`src/rtl/alu_issue_arbiter.sv`:
```
// alu_issue_arbiter
//   Shares one pipelined ALU between NR_REQ requesters. A round-robin
//   arbiter grants at most one request per cycle and drives the ALU bus
//   combinationally. Each issued op carries its requester id down a tag
//   pipeline. When the result returns ALU_LAT cycles later, it is captured
//   into an in-order response FIFO. A credit counter covers ops in the tag
//   pipeline plus ops in the FIFO, so the FIFO can never overflow.
// Ports
//   clk_i, rst_i           clock, async active-high reset
//   flush_i                kills all in-flight and buffered ops
//   req_valid_i/ready_o    per-requester handshake (ready is one-hot or zero)
//   req_op_i/a_i/b_i       packed per-requester operator and operands
//   alu_valid_o/op/a/b     issue bus to the ALU (zero when not valid)
//   alu_result_i/branch    ALU outputs, ALU_LAT cycles after issue
//   resp_*                 valid/ready response port (FIFO head)
module alu_issue_arbiter #(
  parameter int NR_REQ     = 3,
  parameter int XLEN       = 64,
  parameter int OP_W       = 7,
  parameter int ALU_LAT    = 2,
  parameter int FIFO_DEPTH = 4
) (
  input  logic                        clk_i,
  input  logic                        rst_i,
  input  logic                        flush_i,
  input  logic [NR_REQ-1:0]           req_valid_i,
  output logic [NR_REQ-1:0]           req_ready_o,
  input  logic [NR_REQ*OP_W-1:0]      req_op_i,
  input  logic [NR_REQ*XLEN-1:0]      req_a_i,
  input  logic [NR_REQ*XLEN-1:0]      req_b_i,
  output logic                        alu_valid_o,
  output logic [OP_W-1:0]             alu_op_o,
  output logic [XLEN-1:0]             alu_a_o,
  output logic [XLEN-1:0]             alu_b_o,
  input  logic [XLEN-1:0]             alu_result_i,
  input  logic                        alu_branch_res_i,
  output logic                        resp_valid_o,
  input  logic                        resp_ready_i,
  output logic [$clog2(NR_REQ)-1:0]   resp_id_o,
  output logic [XLEN-1:0]             resp_result_o,
  output logic                        resp_branch_o
);

  localparam int ID_W  = $clog2(NR_REQ);
  localparam int PTR_W = $clog2(FIFO_DEPTH);
  localparam int CNT_W = PTR_W + 1;

  logic [ID_W-1:0]       r_rr_ptr;
  logic [ALU_LAT-1:0]    r_tag_vld;
  logic [ID_W-1:0]       r_tag_id   [ALU_LAT];
  logic [ID_W-1:0]       r_fifo_id  [FIFO_DEPTH];
  logic [XLEN-1:0]       r_fifo_res [FIFO_DEPTH];
  logic [FIFO_DEPTH-1:0] r_fifo_br;
  logic [PTR_W-1:0]      r_wptr;
  logic [PTR_W-1:0]      r_rptr;
  logic [CNT_W-1:0]      r_count;

  logic [31:0]           w_inflight;
  logic                  w_credit_ok;
  logic [31:0]           w_idx;
  logic                  w_hit;
  logic                  w_gnt_found;
  logic [ID_W-1:0]       w_gnt_id;
  logic                  w_issue;
  logic                  w_push;
  logic                  w_pop;
  logic                  w_full;

  // Credit check: ops still in the tag pipeline plus buffered responses.
  // Both terms come from registers, so a pop frees its credit one cycle later.
  always_comb begin
    w_inflight = 32'd0;
    for (int i = 0; i < ALU_LAT; i++) begin
      w_inflight = w_inflight + 32'(r_tag_vld[i]);
    end
    w_credit_ok = (w_inflight + 32'(r_count)) < 32'(FIFO_DEPTH);
  end

  // Round-robin search starting at r_rr_ptr, wrapping modulo NR_REQ.
  always_comb begin
    w_gnt_found = 1'b0;
    w_gnt_id    = '0;
    w_idx       = 32'd0;
    w_hit       = 1'b0;
    for (int i = 0; i < NR_REQ; i++) begin
      w_idx       = (32'(r_rr_ptr) + 32'(i)) % 32'(NR_REQ);
      w_hit       = !w_gnt_found && req_valid_i[w_idx[ID_W-1:0]];
      w_gnt_id    = w_hit ? w_idx[ID_W-1:0] : w_gnt_id;
      w_gnt_found = w_gnt_found | w_hit;
    end
    // Flush and reset both block issue for the current cycle.
    w_issue = w_gnt_found & w_credit_ok & ~flush_i & ~rst_i;
  end

  // Grant vector and ALU issue mux. The bus stays zero when nothing is issued.
  always_comb begin
    req_ready_o = '0;
    alu_valid_o = w_issue;
    alu_op_o    = '0;
    alu_a_o     = '0;
    alu_b_o     = '0;
    if (w_issue) begin
      req_ready_o[w_gnt_id] = 1'b1;
      alu_op_o = req_op_i[int'(w_gnt_id)*OP_W +: OP_W];
      alu_a_o  = req_a_i[int'(w_gnt_id)*XLEN +: XLEN];
      alu_b_o  = req_b_i[int'(w_gnt_id)*XLEN +: XLEN];
    end else begin
      req_ready_o = '0;
    end
  end

  // Round-robin pointer: after a grant, move just past the winner. Flush keeps it.
  always_ff @(posedge clk_i or posedge rst_i) begin
    if (rst_i) begin
      r_rr_ptr <= '0;
    end else if (w_issue) begin
      r_rr_ptr <= (w_gnt_id == ID_W'(NR_REQ - 1)) ? '0 : w_gnt_id + ID_W'(1);
    end
  end

  // Tag pipeline: one {valid,id} per ALU stage. The last stage lines up with alu_result_i.
  always_ff @(posedge clk_i or posedge rst_i) begin
    if (rst_i) begin
      r_tag_vld <= '0;
      for (int i = 0; i < ALU_LAT; i++) r_tag_id[i] <= '0;
    end else if (flush_i) begin
      r_tag_vld <= '0;
    end else begin
      r_tag_vld[0] <= w_issue;
      r_tag_id[0]  <= w_gnt_id;
      for (int i = 1; i < ALU_LAT; i++) begin
        r_tag_vld[i] <= r_tag_vld[i-1];
        r_tag_id[i]  <= r_tag_id[i-1];
      end
    end
  end

  assign w_push = r_tag_vld[ALU_LAT-1] & ~flush_i;
  assign w_pop  = (r_count != '0) & resp_ready_i;
  assign w_full = (r_count == CNT_W'(FIFO_DEPTH));

  // FIFO pointers and occupancy. Flush empties the FIFO and takes priority over push and pop.
  always_ff @(posedge clk_i or posedge rst_i) begin
    if (rst_i) begin
      r_wptr  <= '0;
      r_rptr  <= '0;
      r_count <= '0;
    end else if (flush_i) begin
      r_wptr  <= '0;
      r_rptr  <= '0;
      r_count <= '0;
    end else begin
      if (w_push) r_wptr <= r_wptr + PTR_W'(1);
      if (w_pop)  r_rptr <= r_rptr + PTR_W'(1);
      case ({w_push, w_pop})
        2'b10:   r_count <= r_count + CNT_W'(1);
        2'b01:   r_count <= r_count - CNT_W'(1);
        default: r_count <= r_count;
      endcase
    end
  end

  // FIFO storage. It is cleared on reset so the head outputs read zero.
  always_ff @(posedge clk_i or posedge rst_i) begin
    if (rst_i) begin
      r_fifo_br <= '0;
      for (int i = 0; i < FIFO_DEPTH; i++) begin
        r_fifo_id[i]  <= '0;
        r_fifo_res[i] <= '0;
      end
    end else if (w_push) begin
      r_fifo_id[r_wptr]  <= r_tag_id[ALU_LAT-1];
      r_fifo_res[r_wptr] <= alu_result_i;
      r_fifo_br[r_wptr]  <= alu_branch_res_i;
    end
  end

  assign resp_valid_o  = (r_count != '0);
  assign resp_id_o     = r_fifo_id[r_rptr];
  assign resp_result_o = r_fifo_res[r_rptr];
  assign resp_branch_o = r_fifo_br[r_rptr];

  alu_issue_arbiter_chk #(
    .NR_REQ (NR_REQ)
  ) u_chk (
    .i_clk       (clk_i),
    .i_rst       (rst_i),
    .i_push      (w_push),
    .i_pop       (w_pop),
    .i_full      (w_full),
    .i_req_valid (req_valid_i),
    .i_req_ready (req_ready_o)
  );

endmodule

// alu_issue_arbiter_chk
//   Property checker for the arbiter: no FIFO overflow, and grants are
//   one-hot and only given to requesters that are asking.
// Ports
//   i_clk, i_rst     clock and reset
//   i_push/pop/full  FIFO control
//   i_req_valid/rdy  request handshake vectors
module alu_issue_arbiter_chk #(
  parameter int NR_REQ = 3
) (
  input logic              i_clk,
  input logic              i_rst,
  input logic              i_push,
  input logic              i_pop,
  input logic              i_full,
  input logic [NR_REQ-1:0] i_req_valid,
  input logic [NR_REQ-1:0] i_req_ready
);

  a_no_overflow: assert property (@(posedge i_clk) disable iff (i_rst)
    !(i_push && i_full && !i_pop));

  a_ready_onehot: assert property (@(posedge i_clk) disable iff (i_rst)
    $onehot0(i_req_ready));

  a_ready_needs_valid: assert property (@(posedge i_clk) disable iff (i_rst)
    (i_req_ready & ~i_req_valid) == '0);

endmodule

```
`config.mk`:
```
export PLATFORM = sky130hd
export DESIGN_NAME = alu_issue_arbiter
export DESIGN_NICKNAME = d
export VERILOG_FILES = /design/src/rtl/alu_issue_arbiter.sv
export SDC_FILE = /design/constraint.sdc
export NUM_CORES = 1
export LEC_CHECK = 0
export CORE_AREA = 3 3 264 266
export CTS_BUF_LIST = sky130_fd_sc_hd__clkbuf_4 sky130_fd_sc_hd__clkbuf_8 sky130_fd_sc_hd__clkbuf_16
export DETAILED_ROUTE_END_ITERATION = 10
export DIE_AREA = 0 0 267 269
export SETUP_SLACK_MARGIN = 0.4
export SLEW_MARGIN = 25
export SYNTH_ARGS = -nofsm -noshare
export SYNTH_HDL_FRONTEND = slang
export SYNTH_SLANG_ARGS = --single-unit
```
`constraint.sdc`:
```
create_clock -name clk_i -period 10.36 [get_ports clk_i]
set_input_delay 2.072 -clock clk_i [delete_from_list [all_inputs] [get_ports clk_i]]
set_output_delay 2.072 -clock clk_i [all_outputs]
set_load 0.01 [all_outputs]
```
# Word level (Yosys, flattened, before mapping)
# Cells that the tools add are included.
[totals]
inputBits = 477
romBits = 0
latch_bits = 0
out_inout_bits = 207
n_memories = 0
elab_cells = 109
reg_bits = 283
ramBits = 0
[classes]
bitwise = 11
eq_ne = 3
n_lt_le_gt_ge = 12
reduce_logical = 11
multipliers = 1
mux = 40
div = 3
n_addsub = 9
shifts = 3
[ops]
columns = ["op", "count"]
rows = [
  ["$shiftx A192 B9 Y64", 2],
  ["$mux W64", 5],
  ["$bwmux W256", 1],
  ["$bmux W64 S2", 1],
  ["$demux W64 S2", 1],
  ["$mod A32 B2 Y32 const B", 2],
  ["$mod A2 B2 Y32 const B", 1],
  ["$mux W2", 12],
  ["$shiftx A21 B6 Y7", 1],
  ["$lt A2 B3 Y1 const B", 6],
  ["$bmux W1 S2", 4],
  ["$bwmux W8", 1],
  ["$mux W7", 1],
  ["$add A2 B1 Y2 const B", 3],
  ["$ge A3 B3 Y1 const B", 2],
  ["$mux W1", 6],
  ["$mux W3", 2],
  ["$not A2 Y3", 2],
  ["$pmux W3 S2", 1],
  ["$reduce_bool A3 Y1", 2],
  ["$and A1 B1 Y1", 5],
  ["$logic_and A1 B1 Y1", 5],
  ["$mul A2 B3 Y5 const B", 1],
  ["$add A2 B3 Y4", 1],
  ["other kinds (18)", 25],
]

# Depth between registers and ports, before layout
[depth]
word_depth = 14
depth_mapped = 11
mapped_depth_nobuf = 7

# Least setup slack after synthesis
# No wires, ideal clock.
[synth_timing]
path_kind = "input port to output port"
start = "in req_valid_i[0]"
end = "out alu_a_o[0]"
path_buffers = 2
cell_stages = 7
setup_slack_ns = 4.964
t_required_ns = 8.288
arrival_ns = 3.324
cell_sequence = "nor2b_1 > o21ai_0 > a32o_1 > buf_2 > clkbuf_1 > o21ai_0 > a31oi_1"
[synth_between]
elab_chain_cells = 12
elab_cells_between_ends = 20
cone_classes = "shift: 1; mux: 10; bitwise: 5; reduce/logical: 4"
[synth_rtl]
columns = ["element", "line_no", "source"]
rows = [
  ["start: declaration", "26", "input logic [NR_REQ-1:0] req_valid_i,"],
  ["branches (longest 11 deep; another with $shiftx A192 B9 Y64)", "--", ""],
  ["$mux W64 *", "102", "if (w_issue) begin"],
  ["end: declaration", "33", "output logic [XLEN-1:0] alu_a_o,"],
]
# Mark *: on every way between the ends. The select of a mux whose other input is x is not followed.

# Worst setup path after layout
[layout_timing]
start = "in flush_i"
end = "out alu_a_o[26]"
[layout_between]
elab_chain_cells = 4
[layout_rtl]
columns = ["element", "line_no", "source"]
rows = [
  ["start: declaration", "25", "input logic flush_i,"],
  ["$not A1 Y1", "92", "w_issue = w_gnt_found & w_credit_ok & ~flush_i & ~rst_i;"],
  ["$and A1 B1 Y1 (2 in a row)", "92", ""],
  ["$mux W64", "102", ""],
]
# No other way between the ends.

==> flow_metrics.env <==
export IMPL_outcome="finished clean"
export IMPL_tightest_slew_ns=0.839
export IMPL_drtPass1Iterations=7
export IMPL_syn_num_nets=1855
export IMPL_synth_edf_count=0
export IMPL_grt_pass1_vias=14823
export IMPL_coreArea_um2=67300
export IMPL_die_h_um=269
export IMPL_synth_area_leaders="dfrtp_1 46%, mux2_2 20%, mux4_2 9.8%, nand2_1 6.8%, a31oi_1 5.5%"
export IMPL_maxSlewHeadroom_pct=44.1
export IMPL_final_layout_size_suffix_gt1_share_pct=21.4
export IMPL_grt_max_degree=134
export IMPL_finalCritPeriodShare_pct=74.2
export IMPL_cts_repair_resized=0
export IMPL_worst_setup_path_type="input pin to output pin"
export IMPL_path_cells="clkdlybuf4s50_1 -> a2111oi_4 -> o31a_4 -> buf_4 -> o21ai_1 -> a31oi_1 -> clkdlybuf4s50_1"
export IMPL_overflow=0
export IMPL_max_stage_delay_ns=0.74
export IMPL_async_reset_ff_share_pct=100
export IMPL_synth_most_common_cell="dfrtp_1"
export IMPL_crit_path_max_fanout=52
export IMPL_worst_path_max_delay_cell="clkdlybuf4s50_1"
export IMPL_wl_mm=84.0
export IMPL_cts_hold_buffers=0
export IMPL_start_util_pct=23.0
export IMPL_arrival_ns=5.61
export IMPL_peakVddDrop_mv=0.128
export IMPL_ant_nets=0
export IMPL_drc=0
export IMPL_stdcell_count=2903
export IMPL_cts_buffers=30
export IMPL_wl_per_cell_um=28.9
export IMPL_synth_top_area_share_pct=45.8
export IMPL_synth_cell_types=43
export IMPL_htreeDepth=1
export IMPL_start_kind="input pin"
export IMPL_min_path_cells=2
export IMPL_gp_congestion=1.03
export IMPL_power_density_nw_per_um2=224
export IMPL_die_area_um2=71800
export IMPL_portBuffers=683
export IMPL_ys_warn_count=0
export IMPL_finClkSkew_ns=0.0206
export IMPL_cts_root_buf="clkbuf_16"
export IMPL_fin_nets=2466
export IMPL_syn_inst=1369
export IMPL_drv_slew=0
export IMPL_ys_ff_latch=283
export IMPL_die_w_um=267
export IMPL_fin_setup_tns_ns=0
export IMPL_clk_pin_slew_worst_paths_ns=0.06
export IMPL_regToRegEndpoint="r_fifo_res[102]"
export IMPL_clk_path_buf_depth=3
export IMPL_io_pins=684
export IMPL_grt_antenna_before_repair=55
export IMPL_cts_setup_buffers=0
export IMPL_grt_use_total_pct=22.5
export IMPL_rrSetupSlack_ns=7.65
export IMPL_min_from="r_tag_id[3]"
export IMPL_vias=14244
export IMPL_hpwlAfterDp_mm=66.3
export IMPL_yosys_area_top_type="dfrtp_1"
export IMPL_required_ns=8.29
export IMPL_setup_viol=0
export IMPL_synthTopCellsByCount="283 x dfrtp_1, 280 x nand2_1, 271 x mux2_2, 136 x a31oi_1, 117 x o21ai_0"
export IMPL_hold_end="r_tag_id[3]"
export IMPL_leakagePower_nw=10.1
export IMPL_area_delta_synth_final_pct=55.8
export IMPL_drv_cap=0
export IMPL_hp_class="flip-flop to flip-flop"
export IMPL_grt_setup_unrepaired="no"
export IMPL_row_count=95
export IMPL_synth_flop_cell="dfrtp_1"
export IMPL_r2r_start="r_tag_vld[1]"
export IMPL_syn_area_per_cell_um2=11.3
export IMPL_dp_cells=2821
export IMPL_yosysSeqAreaShare_pct=45.8
export IMPL_end_kind="output pin"
export IMPL_timing_fmax_mhz=130
export IMPL_hold_violations=0
export IMPL_clkSinkCount=283
export IMPL_finalCriticalPeriod_ns=7.68
export IMPL_via_per_inst=4.91
export IMPL_cts_tree="built"
export IMPL_synth_area_um2=15500
export IMPL_drt_initial_drc_count=925
export IMPL_clk_latency_ns=0.56
export IMPL_critical_path_most_common_cell="clkdlybuf4s50_1"
export IMPL_grt_pass1_wl_mm=115
export IMPL_ff2ff_path_depth=4
flip-flops by register name, summed over array words and instances, names as in the netlist:
name / flops
r_count: 3
r_rptr: 2
r_rr_ptr: 2
r_fifo_br: 4
r_tag_id: 4
r_fifo_res: 256
r_fifo_id: 8
r_tag_vld: 2
r_wptr: 2
power by group:
part	switching, mW	leakage [nW]	internal (mW)	total (mW)
Clock	0.451	0.522	0.664	1.12
Sequential	0.164	3.79	1.34	1.50
Combinational	1.38	5.78	1.38	2.77
critical path, delay by kind of cell:
family / cells / cell delay, ns
buffers and inverters: 3 / 1.89
AOI/OAI and AO/OA: 4 / 1.56
cell usage in the layout, fill, tap and decap left out, types with 2 or more instances in the layout:
cell type          n
buf_12             2
a31oi_1          136
nand3_1            3
clkbuf_8           7
ha_1               8
diode_2           26
xnor2_1            2
nor2_1            10
nand2_4            4
nor2b_1            4
a21o_1             2
nand2_1          276
xor2_1             4
clkbuf_16         31
buf_6              2
clkinvlp_4         2
bufinv_16          2
mux2i_1            5
or3_1              2
mux4_2            67
clkinv_2           7
and3_1             2
clkbuf_4           6
dfrtp_1          281
buf_4             15
inv_1              7
mux2_2           271
dfrtp_4            2
o21ai_0          117
inv_8              2
o21ai_1           23
clkdlybuf4s50_1  683
stage by stage:
stage                     setup slack [ns]  instance area [µm²]  total power, mW  hold WS (ns)  utilization, %
after floorplan                      0.481                15500             2.96         0.449               -
after global placement                2.74                23000             4.28         0.469            34.2
after detailed placement              2.69                23000             4.32         0.485            34.2
after CTS                             2.68                24000             5.47         0.493            35.7
after global routing                  2.50                24100             5.71         0.510            35.8
final                                 2.68                24100             5.39         0.496            35.8
area by class of cell:
class	count	area, µm²
Clock inverter	12	121
Inverter	8	37.5
Timing Repair Buffer	702	7010
Clock buffer	44	917
Sequential cell	283	7090
Fill cell	6679	43200
Multi-Input combinational cell	955	7760
Tap cell	873	1090
Antenna cell	26	65.1
worst max path at each step:
stage / cells past startpoint / startpoint / slack [ns] / endpoint
4_1_cts: 8 / req_valid_i[2] / 2.68 / alu_a_o[20]
2_1_floorplan: 1 / rst_i / 0.48 / r_count[0]
3_5_place_dp: 8 / req_valid_i[2] / 2.69 / alu_a_o[20]
5_1_grt: 7 / flush_i / 2.50 / alu_a_o[26]
6_report: 7 / flush_i / 2.68 / alu_a_o[26]
3_3_place_gp: 7 / flush_i / 2.74 / alu_a_o[18]
logic make-up (layout without fill, tap and decap cells):
| family | Yosys count | in the layout | share of synthesized area [%] |
|---|---|---|---|
| mux | 343 | 343 | 29.8 |
| simple gates | 307 | 307 | 7.83 |
| compound gates | 290 | 290 | 11.1 |
| flops | 283 | 283 | 45.8 |
| buf+inv | 131 | 766 | 4.33 |
| fa+ha+maj | 9 | 9 | 0.777 |
| xor+xnor | 6 | 6 | 0.340 |
| other cells | 0 | 26 | 0 |
metal layers:
layer  track usage [%]  vias to the layer above  share of wire, %
li1                  -                     6244                 -
met1              27.9                     7260                39
met2              36.3                      625                46
met3              9.41                       95                12
met4              5.82                       20               2.4
met5                 0                        -              0.15
(Power assumes the default switching activity.)
